[src/rtl/lcd_feeder_pkg.sv]
// Shared types and widths for the LCD status feeder and its pending-update queue.
package lcd_feeder_pkg;

    localparam int unsigned ESTADO_W  = 22;
    localparam int unsigned OPCODE_W  = 5;
    localparam int unsigned ENTRY_W   = ESTADO_W + OPCODE_W;
    localparam int unsigned PENDING_W = 5;
    localparam int unsigned TIMER_W   = 24;

    typedef enum logic [1:0] {
        ST_IDLE  = 2'd0,
        ST_PULSE = 2'd1,
        ST_HOLD  = 2'd2
    } feeder_state_e;

    function automatic logic [ENTRY_W-1:0] pack_entry(input logic [ESTADO_W-1:0] estado,
                                                      input logic [OPCODE_W-1:0] opcode);
        return {estado, opcode};
    endfunction

endpackage

[src/rtl/lcd_status_fifo.sv]
// Small FIFO with wrapping pointers and a separate occupancy counter.
// A push into a full queue is accepted only when a pop happens in the same cycle.
module lcd_status_fifo #(
    parameter int unsigned WIDTH = 27,
    parameter int unsigned DEPTH = 4,
    localparam int unsigned AW = $clog2(DEPTH),
    localparam int unsigned CW = AW + 1
) (
    input  logic             clk_i,
    input  logic             rst_ni,
    input  logic             push_i,
    input  logic             pop_i,
    input  logic [WIDTH-1:0] wdata_i,
    output logic [WIDTH-1:0] rdata_o,
    output logic             full_o,
    output logic             empty_o,
    output logic [CW-1:0]    count_o
);

    logic [WIDTH-1:0] mem_q [DEPTH];
    logic [AW-1:0]    wptr_q, wptr_d;
    logic [AW-1:0]    rptr_q, rptr_d;
    logic [CW-1:0]    count_q, count_d;
    logic             do_push_s, do_pop_s;

    assign empty_o   = (count_q == {CW{1'b0}});
    assign full_o    = (count_q == CW'(DEPTH));
    assign do_pop_s  = pop_i && !empty_o;
    assign do_push_s = push_i && (!full_o || do_pop_s);
    assign rdata_o   = mem_q[rptr_q];
    assign count_o   = count_q;

    // Next-state pointers and occupancy; pointer wrap relies on DEPTH being a power of two.
    always_comb begin
        wptr_d  = wptr_q;
        rptr_d  = rptr_q;
        count_d = count_q;
        if (do_push_s) begin
            wptr_d = wptr_q + AW'(1'b1);
        end else begin
            wptr_d = wptr_q;
        end
        if (do_pop_s) begin
            rptr_d = rptr_q + AW'(1'b1);
        end else begin
            rptr_d = rptr_q;
        end
        case ({do_push_s, do_pop_s})
            2'b10:   count_d = count_q + CW'(1'b1);
            2'b01:   count_d = count_q - CW'(1'b1);
            default: count_d = count_q;
        endcase
    end

    // Pointer, counter and storage registers.
    always_ff @(posedge clk_i or negedge rst_ni) begin
        if (!rst_ni) begin
            wptr_q  <= {AW{1'b0}};
            rptr_q  <= {AW{1'b0}};
            count_q <= {CW{1'b0}};
            for (int i = 0; i < int'(DEPTH); i++) begin
                mem_q[i] <= {WIDTH{1'b0}};
            end
        end else begin
            wptr_q  <= wptr_d;
            rptr_q  <= rptr_d;
            count_q <= count_d;
            if (do_push_s) begin
                mem_q[wptr_q] <= wdata_i;
            end
        end
    end

endmodule

[src/rtl/lcd_status_feeder.sv]
// Rate-limits processor status updates to the LCD driver: queues sampled
// {estado, opcode} pairs and releases one per HOLD_CYCLES+2 window.
module lcd_status_feeder
    import lcd_feeder_pkg::*;
#(
    parameter int unsigned HOLD_CYCLES  = 2500000,
    parameter int unsigned FIFO_DEPTH   = 4,
    parameter bit          SUPPRESS_DUP = 1'b1
) (
    input  logic                 iCLK,
    input  logic                 iRST_N,
    input  logic [ESTADO_W-1:0]  iESTADO,
    input  logic [OPCODE_W-1:0]  iOPCODE,
    input  logic                 iVALID,
    output logic [ESTADO_W-1:0]  oESTADO,
    output logic [OPCODE_W-1:0]  oOPCODE,
    output logic                 oFLAG_MUDANCA_LCD,
    output logic                 oOVERFLOW,
    output logic [PENDING_W-1:0] oPENDING
);

    localparam int unsigned CW = $clog2(FIFO_DEPTH) + 1;
    localparam logic [TIMER_W-1:0] HOLD_LOAD = TIMER_W'(HOLD_CYCLES - 1);

    feeder_state_e        state_q, state_d;
    logic [TIMER_W-1:0]   timer_q, timer_d;
    logic [ESTADO_W-1:0]  estado_q, estado_d;
    logic [OPCODE_W-1:0]  opcode_q, opcode_d;
    logic                 flag_q, flag_d;
    logic                 overflow_q, overflow_d;
    logic [ENTRY_W-1:0]   last_q, last_d;
    logic                 last_valid_q, last_valid_d;

    logic [ENTRY_W-1:0]   entry_s, head_s;
    logic                 full_s, empty_s, pop_s, dup_s, accept_s;
    logic [CW-1:0]        count_s;

    assign entry_s  = pack_entry(iESTADO, iOPCODE);
    assign pop_s    = (state_q == ST_IDLE) && !empty_s;
    assign dup_s    = SUPPRESS_DUP && last_valid_q && (entry_s == last_q);
    assign accept_s = iVALID && !dup_s && (!full_s || pop_s);

    lcd_status_fifo #(
        .WIDTH (ENTRY_W),
        .DEPTH (FIFO_DEPTH)
    ) u_fifo (
        .clk_i   (iCLK),
        .rst_ni  (iRST_N),
        .push_i  (accept_s),
        .pop_i   (pop_s),
        .wdata_i (entry_s),
        .rdata_o (head_s),
        .full_o  (full_s),
        .empty_o (empty_s),
        .count_o (count_s)
    );

    // Duplicate filter and sticky overflow; only accepted pushes update the reference.
    always_comb begin
        last_d       = last_q;
        last_valid_d = last_valid_q;
        overflow_d   = overflow_q;
        if (accept_s) begin
            last_d       = entry_s;
            last_valid_d = 1'b1;
        end else begin
            last_d       = last_q;
            last_valid_d = last_valid_q;
        end
        if (iVALID && !dup_s && full_s && !pop_s) begin
            overflow_d = 1'b1;
        end else begin
            overflow_d = overflow_q;
        end
    end

    // Update FSM: pop in IDLE, one-cycle flag in PULSE, then count down the hold window.
    always_comb begin
        state_d  = state_q;
        timer_d  = timer_q;
        estado_d = estado_q;
        opcode_d = opcode_q;
        flag_d   = 1'b0;
        case (state_q)
            ST_IDLE: begin
                if (!empty_s) begin
                    state_d  = ST_PULSE;
                    estado_d = head_s[ENTRY_W-1:OPCODE_W];
                    opcode_d = head_s[OPCODE_W-1:0];
                    flag_d   = 1'b1;
                end else begin
                    state_d = ST_IDLE;
                end
            end
            ST_PULSE: begin
                state_d = ST_HOLD;
                timer_d = HOLD_LOAD;
            end
            ST_HOLD: begin
                if (timer_q == {TIMER_W{1'b0}}) begin
                    state_d = ST_IDLE;
                end else begin
                    timer_d = timer_q - TIMER_W'(1'b1);
                end
            end
            default: begin
                state_d = ST_IDLE;
                timer_d = {TIMER_W{1'b0}};
            end
        endcase
    end

    // State, timer, presented outputs and filter registers.
    always_ff @(posedge iCLK or negedge iRST_N) begin
        if (!iRST_N) begin
            state_q      <= ST_IDLE;
            timer_q      <= {TIMER_W{1'b0}};
            estado_q     <= {ESTADO_W{1'b0}};
            opcode_q     <= {OPCODE_W{1'b0}};
            flag_q       <= 1'b0;
            overflow_q   <= 1'b0;
            last_q       <= {ENTRY_W{1'b0}};
            last_valid_q <= 1'b0;
        end else begin
            state_q      <= state_d;
            timer_q      <= timer_d;
            estado_q     <= estado_d;
            opcode_q     <= opcode_d;
            flag_q       <= flag_d;
            overflow_q   <= overflow_d;
            last_q       <= last_d;
            last_valid_q <= last_valid_d;
        end
    end

    assign oESTADO           = estado_q;
    assign oOPCODE           = opcode_q;
    assign oFLAG_MUDANCA_LCD = flag_q;
    assign oOVERFLOW         = overflow_q;
    assign oPENDING          = PENDING_W'(count_s);

endmodule

[config.mk]
export PLATFORM = sky130hd
export DESIGN_NAME = lcd_status_feeder
export DESIGN_NICKNAME = d
export VERILOG_FILES = /design/src/rtl/lcd_feeder_pkg.sv /design/src/rtl/lcd_status_fifo.sv /design/src/rtl/lcd_status_feeder.sv
export SDC_FILE = /design/constraint.sdc
export NUM_CORES = 1
export LEC_CHECK = 0
export CAP_MARGIN = 20
export CORE_MARGIN = 2
export CORE_UTILIZATION = 66
export DETAILED_ROUTE_END_ITERATION = 6
export DONT_BUFFER_PORTS = 1
export HOLD_SLACK_MARGIN = 0.03
export MAX_ROUTING_LAYER = met4
export PLACE_DENSITY = 0.82
export SLEW_MARGIN = 20
export SYNTH_ARGS = -nofsm -noshare
export SYNTH_HDL_FRONTEND = slang
export SYNTH_HIERARCHICAL = 1
export SYNTH_SLANG_ARGS = --single-unit
[constraint.sdc]
create_clock -name iCLK -period 8.4 [get_ports iCLK]
set_input_delay 0.84 -clock iCLK [delete_from_list [all_inputs] [get_ports iCLK]]
set_output_delay 0.84 -clock iCLK [all_outputs]
set_load 0.01 [all_outputs]
==> metrics.md <==
| Metric | Value |
|---|---|
| Status | completed |
| Htree depth | 4 |
| Simple logic cell fraction of the synthesized area | 5.51% |
| Total gr overflow | 0 |
| Clk Latency, worst-skew pair | 0.45 ns |
| Final Cycle Share | 39.8% |
| Largest family of logic cells by synthesized area | multiplexers |
| Switching Share | 33.4% |
| Fraction of registers with async set/reset | 100% |
| Share of layout cells above drive strength 1 | 37.2% |
| Post-layout util | 73.2% |
| Max Clk Rate | 0.299 GHz |
| Die footprint | 0.0147 mm² |
| Final Critical Period | 3.34 ns |
| DRC violations left | 0 |
| Post-CTS sizing | 0 |
| CP peak stage delay | 0.80 ns |
| DRT antenna net count | 0 |
| Pin count of the biggest net entering global routing | 199 |
| Power Density | 417 mW/mm² |
| Chip width | 121 µm |
| Hold crit path type | in -> async |
| Starting Density | 67.9% |
| Setup TNS | 0 ns |
| Antenna Cells | 0 |
| Register area share after synthesis | 54.7% |
| Critical path data arrival time | 3.67 ns |
| Via density | 6.36 |
| Sequential Power Share | 42.6% |
| Comb power frac | 36.4% |
| Post-Synthesis Cells | 645 |
| DIE HEIGHT | 121 µm |
| Sw power | 0.00136 W |
| Area contributors post-synth | dfrtp_1 (55%), mux2_2 (20%), mux4_2 (6.7%) |
| Drt total wl | 17600 µm |
| Multi-input logic area | 0.00386 mm² |
| Int Power | 0.00272 W |
| CTS Sinks | 198 |
| CTS tree | done |
| CP max-delay cell | nor2_2 |
| Most frequent cell after synthesis | dfrtp_1 |
| Pins Over Slew Limit | 0 |
| EDFF count, synth | 0 |
| Avg Inst Size Synth | 14.0 µm² |
| Row count | 42 |
| CP required | 8.73 ns |
| DR WL/cell | 21.2 µm |
| Post-Syn Area | 0.00906 mm² |
| Hold Fails Final Rpt | 0 |
| Compound-gate portion of the synthesized area | 4.79% |
| Post-synth top cells | dfrtp_1 (198), mux2_2 (163), o21ai_0 (29), mux4_2 (27) |
| GPL Wtd Cong | 0.842 |
| GRT Total Usage | 27.1% |
| Slew HR | 27.7% |
| Critical path class | reg -> reg |
| Share of the synthesized area in the top cell type | 54.7% |
| Post-CTS setup buffer count | 0 |
| CP Launch Type | flip-flop |
| Clock input transition at the sequential cells of the worst setup and hold paths | 0.07 ns |
| Mux cell area share after synthesis | 27.3% |
| Synth Area in XOR/XNOR | 3.19% |
| CORE AREA | 0.0133 mm² |
| DRT Pass-1 Iters | 4 |
| Yosys warning total | 6 |
| Final setup violating endpoints | 0 |
| Placed Instances | 798 |
| CTS max path bufs | 2 |
| Place WS | 4.92 ns |
| Skew final | 0.0162 ns |
| RSZ-0062 raised after global routing | no |
| Clk network pwr share | 21.1% |
| Vias in the first global route | 5750 |
| Worst vdd ir | 234 µV |
| Kind of end point of the critical path | flip-flop |
| Post-synthesis cell type with the largest combined area | dfrtp_1 |
| CTS Hold Bufs | 0 |
| Yosys reg bits | 198 |
| IO Port Bufs | 0 |
| Worst Slack Setup Final | 5.06 ns |
| Area growth, synth to finish | 7.88% |
| Leakage Power | 4.07 nW |
| Fillers | 853 |
| Synth Flop Type | dfrtp_1 |
| Max Cap Viol | 0 |
| Non-Filler Instances | 830 |
| Register area | 0.00496 mm² |
| Yosys cell types | 49 |
| Global-route wire length before repair | 29500 µm |
| Cells along the critical path | inv_1 -> and3_1 -> nor2b_1 -> nor2b_1 -> o31ai_4 -> inv_1 -> nand2_1 -> nor2_2 -> buf_4 -> mux2_2 |
| IO Pins | 64 |
| Antenna violations before repair | 0 |
| Slew @ Worst Pin | 1.08 ns |
| TritonCTS Buffers | 17 |
| Root Buffer | clkbuf_16 |
| Final HPWL DP | 11100 µm |
| Adder and majority gate portion of the synthesized area | 1.46% |
| Vias | 5282 |
| Final-stage net count | 681 |
| DR iter-0 viols | 441 |
| Crit Path Max Fanout | 15 |
[cells by family (layout without fill, tap and decap cells)]
logic type,Yosys count,in the layout
AO/OA/AOI/OAI,74,74
XOR/XNOR,33,33
adder cells (fa/ha/maj),10,10
buffers and inverters,47,55
flip-flops,198,198
multiplexers,193,193
other,1,2
AND/OR/NAND/NOR,89,89
[routing by layer]
metal | routed length, µm | track usage (%) | vias to the layer above
li1 | - | - | 2350
met1 | 7400 | 34.0 | 2794
met2 | 8970 | 43.9 | 113
met3 | 961 | 6.77 | 25
met4 | 274 | 9.12 | 0
met5 | 0 | - | -
[worst max-delay path, delay by kind of cell, from the launching register on]
kind / cells / cell delay, ns
AOI/OAI and AO/OA: 1 / 0.12
buffers and inverters: 3 / 0.70
DFF: 1 / 0.58
muxes: 1 / 0.38
and+or+nand+nor: 5 / 1.43
[placed cells by master (no fill, tap or decap), drive strengths merged, types with 3 or more instances in the layout]
master / netlist / layout
a21oi: 14 / 14
a31oi: 7 / 7
buf: 25 / 7
bufinv: 0 / 3
clkbuf: 6 / 18
dfrtp: 198 / 198
ha: 9 / 9
inv: 16 / 23
mux2: 165 / 165
mux4: 27 / 27
nand2: 18 / 18
nand3: 3 / 3
nand4: 6 / 6
nor2: 26 / 26
nor2b: 3 / 3
nor3: 8 / 8
nor4: 7 / 7
o21ai: 36 / 36
o31a: 3 / 3
o31ai: 7 / 7
or3: 3 / 3
or4: 6 / 6
xnor2: 22 / 22
xor2: 11 / 11
[stage by stage]
stage          instance area [µm²]  power (W)  hold WS, ns
6_report                      9780    0.00408       0.0961
5_1_grt                       9780    0.00432       0.0810
3_3_place_gp                  9150    0.00313        0.449
3_5_place_dp                  9150    0.00323        0.465
2_1_floorplan                 9060    0.00291        0.434
4_1_cts                       9770    0.00410       0.0849
[power groups by stage]
stage / sequential (W) / clock [W] / combinational [W]
floorplan: 0.00161 / 0 / 0.00130
global placement: 0.00172 / 0 / 0.00141
detailed placement: 0.00175 / 0 / 0.00148
CTS: 0.00174 / 0.000872 / 0.00149
global route: 0.00180 / 0.000914 / 0.00160
finish: 0.00174 / 0.000860 / 0.00148
[layout make-up]
type	instances	share of cell area, %
Clock buffer	18	4.49
Multi-Input combinational cell	401	39.5
Sequential cell	198	50.7
Timing Repair Buffer	7	0.538
Inverter	16	0.614
Tap cell	176	2.25
Clock inverter	14	1.89
[worst paths after layout]
check / from / endpoint / slack (ns) / cells past startpoint
max: u_fifo/count_o[0] / u_fifo/mem_q[52] / 5.06 / 10
min: iRST_N / u_fifo/mem_q[101] / 0.1 / 0
max reg2reg: u_fifo/count_o[0] / u_fifo/mem_q[52] / 5.06 / 10
min reg2reg: timer_q[20] / timer_q[20] / 0.48 / 1
max in group asynchronous: iRST_N / u_fifo/rptr_q[0] / 7.99 / 0
min in group iCLK: timer_q[20] / timer_q[20] / 0.48 / 1
[sequential cells by signal (all words and copies together) (netlist names)]
name,flops
u_fifo/wptr_q,2
oESTADO,22
last_valid_q,1
state_q,2
last_q,27
oFLAG_MUDANCA_LCD,1
timer_q,24
u_fifo/rptr_q,2
oOPCODE,5
u_fifo/mem_q,108
oOVERFLOW,1
u_fifo/count_o,3
Note: power is estimated with default switching activity, not from simulation.
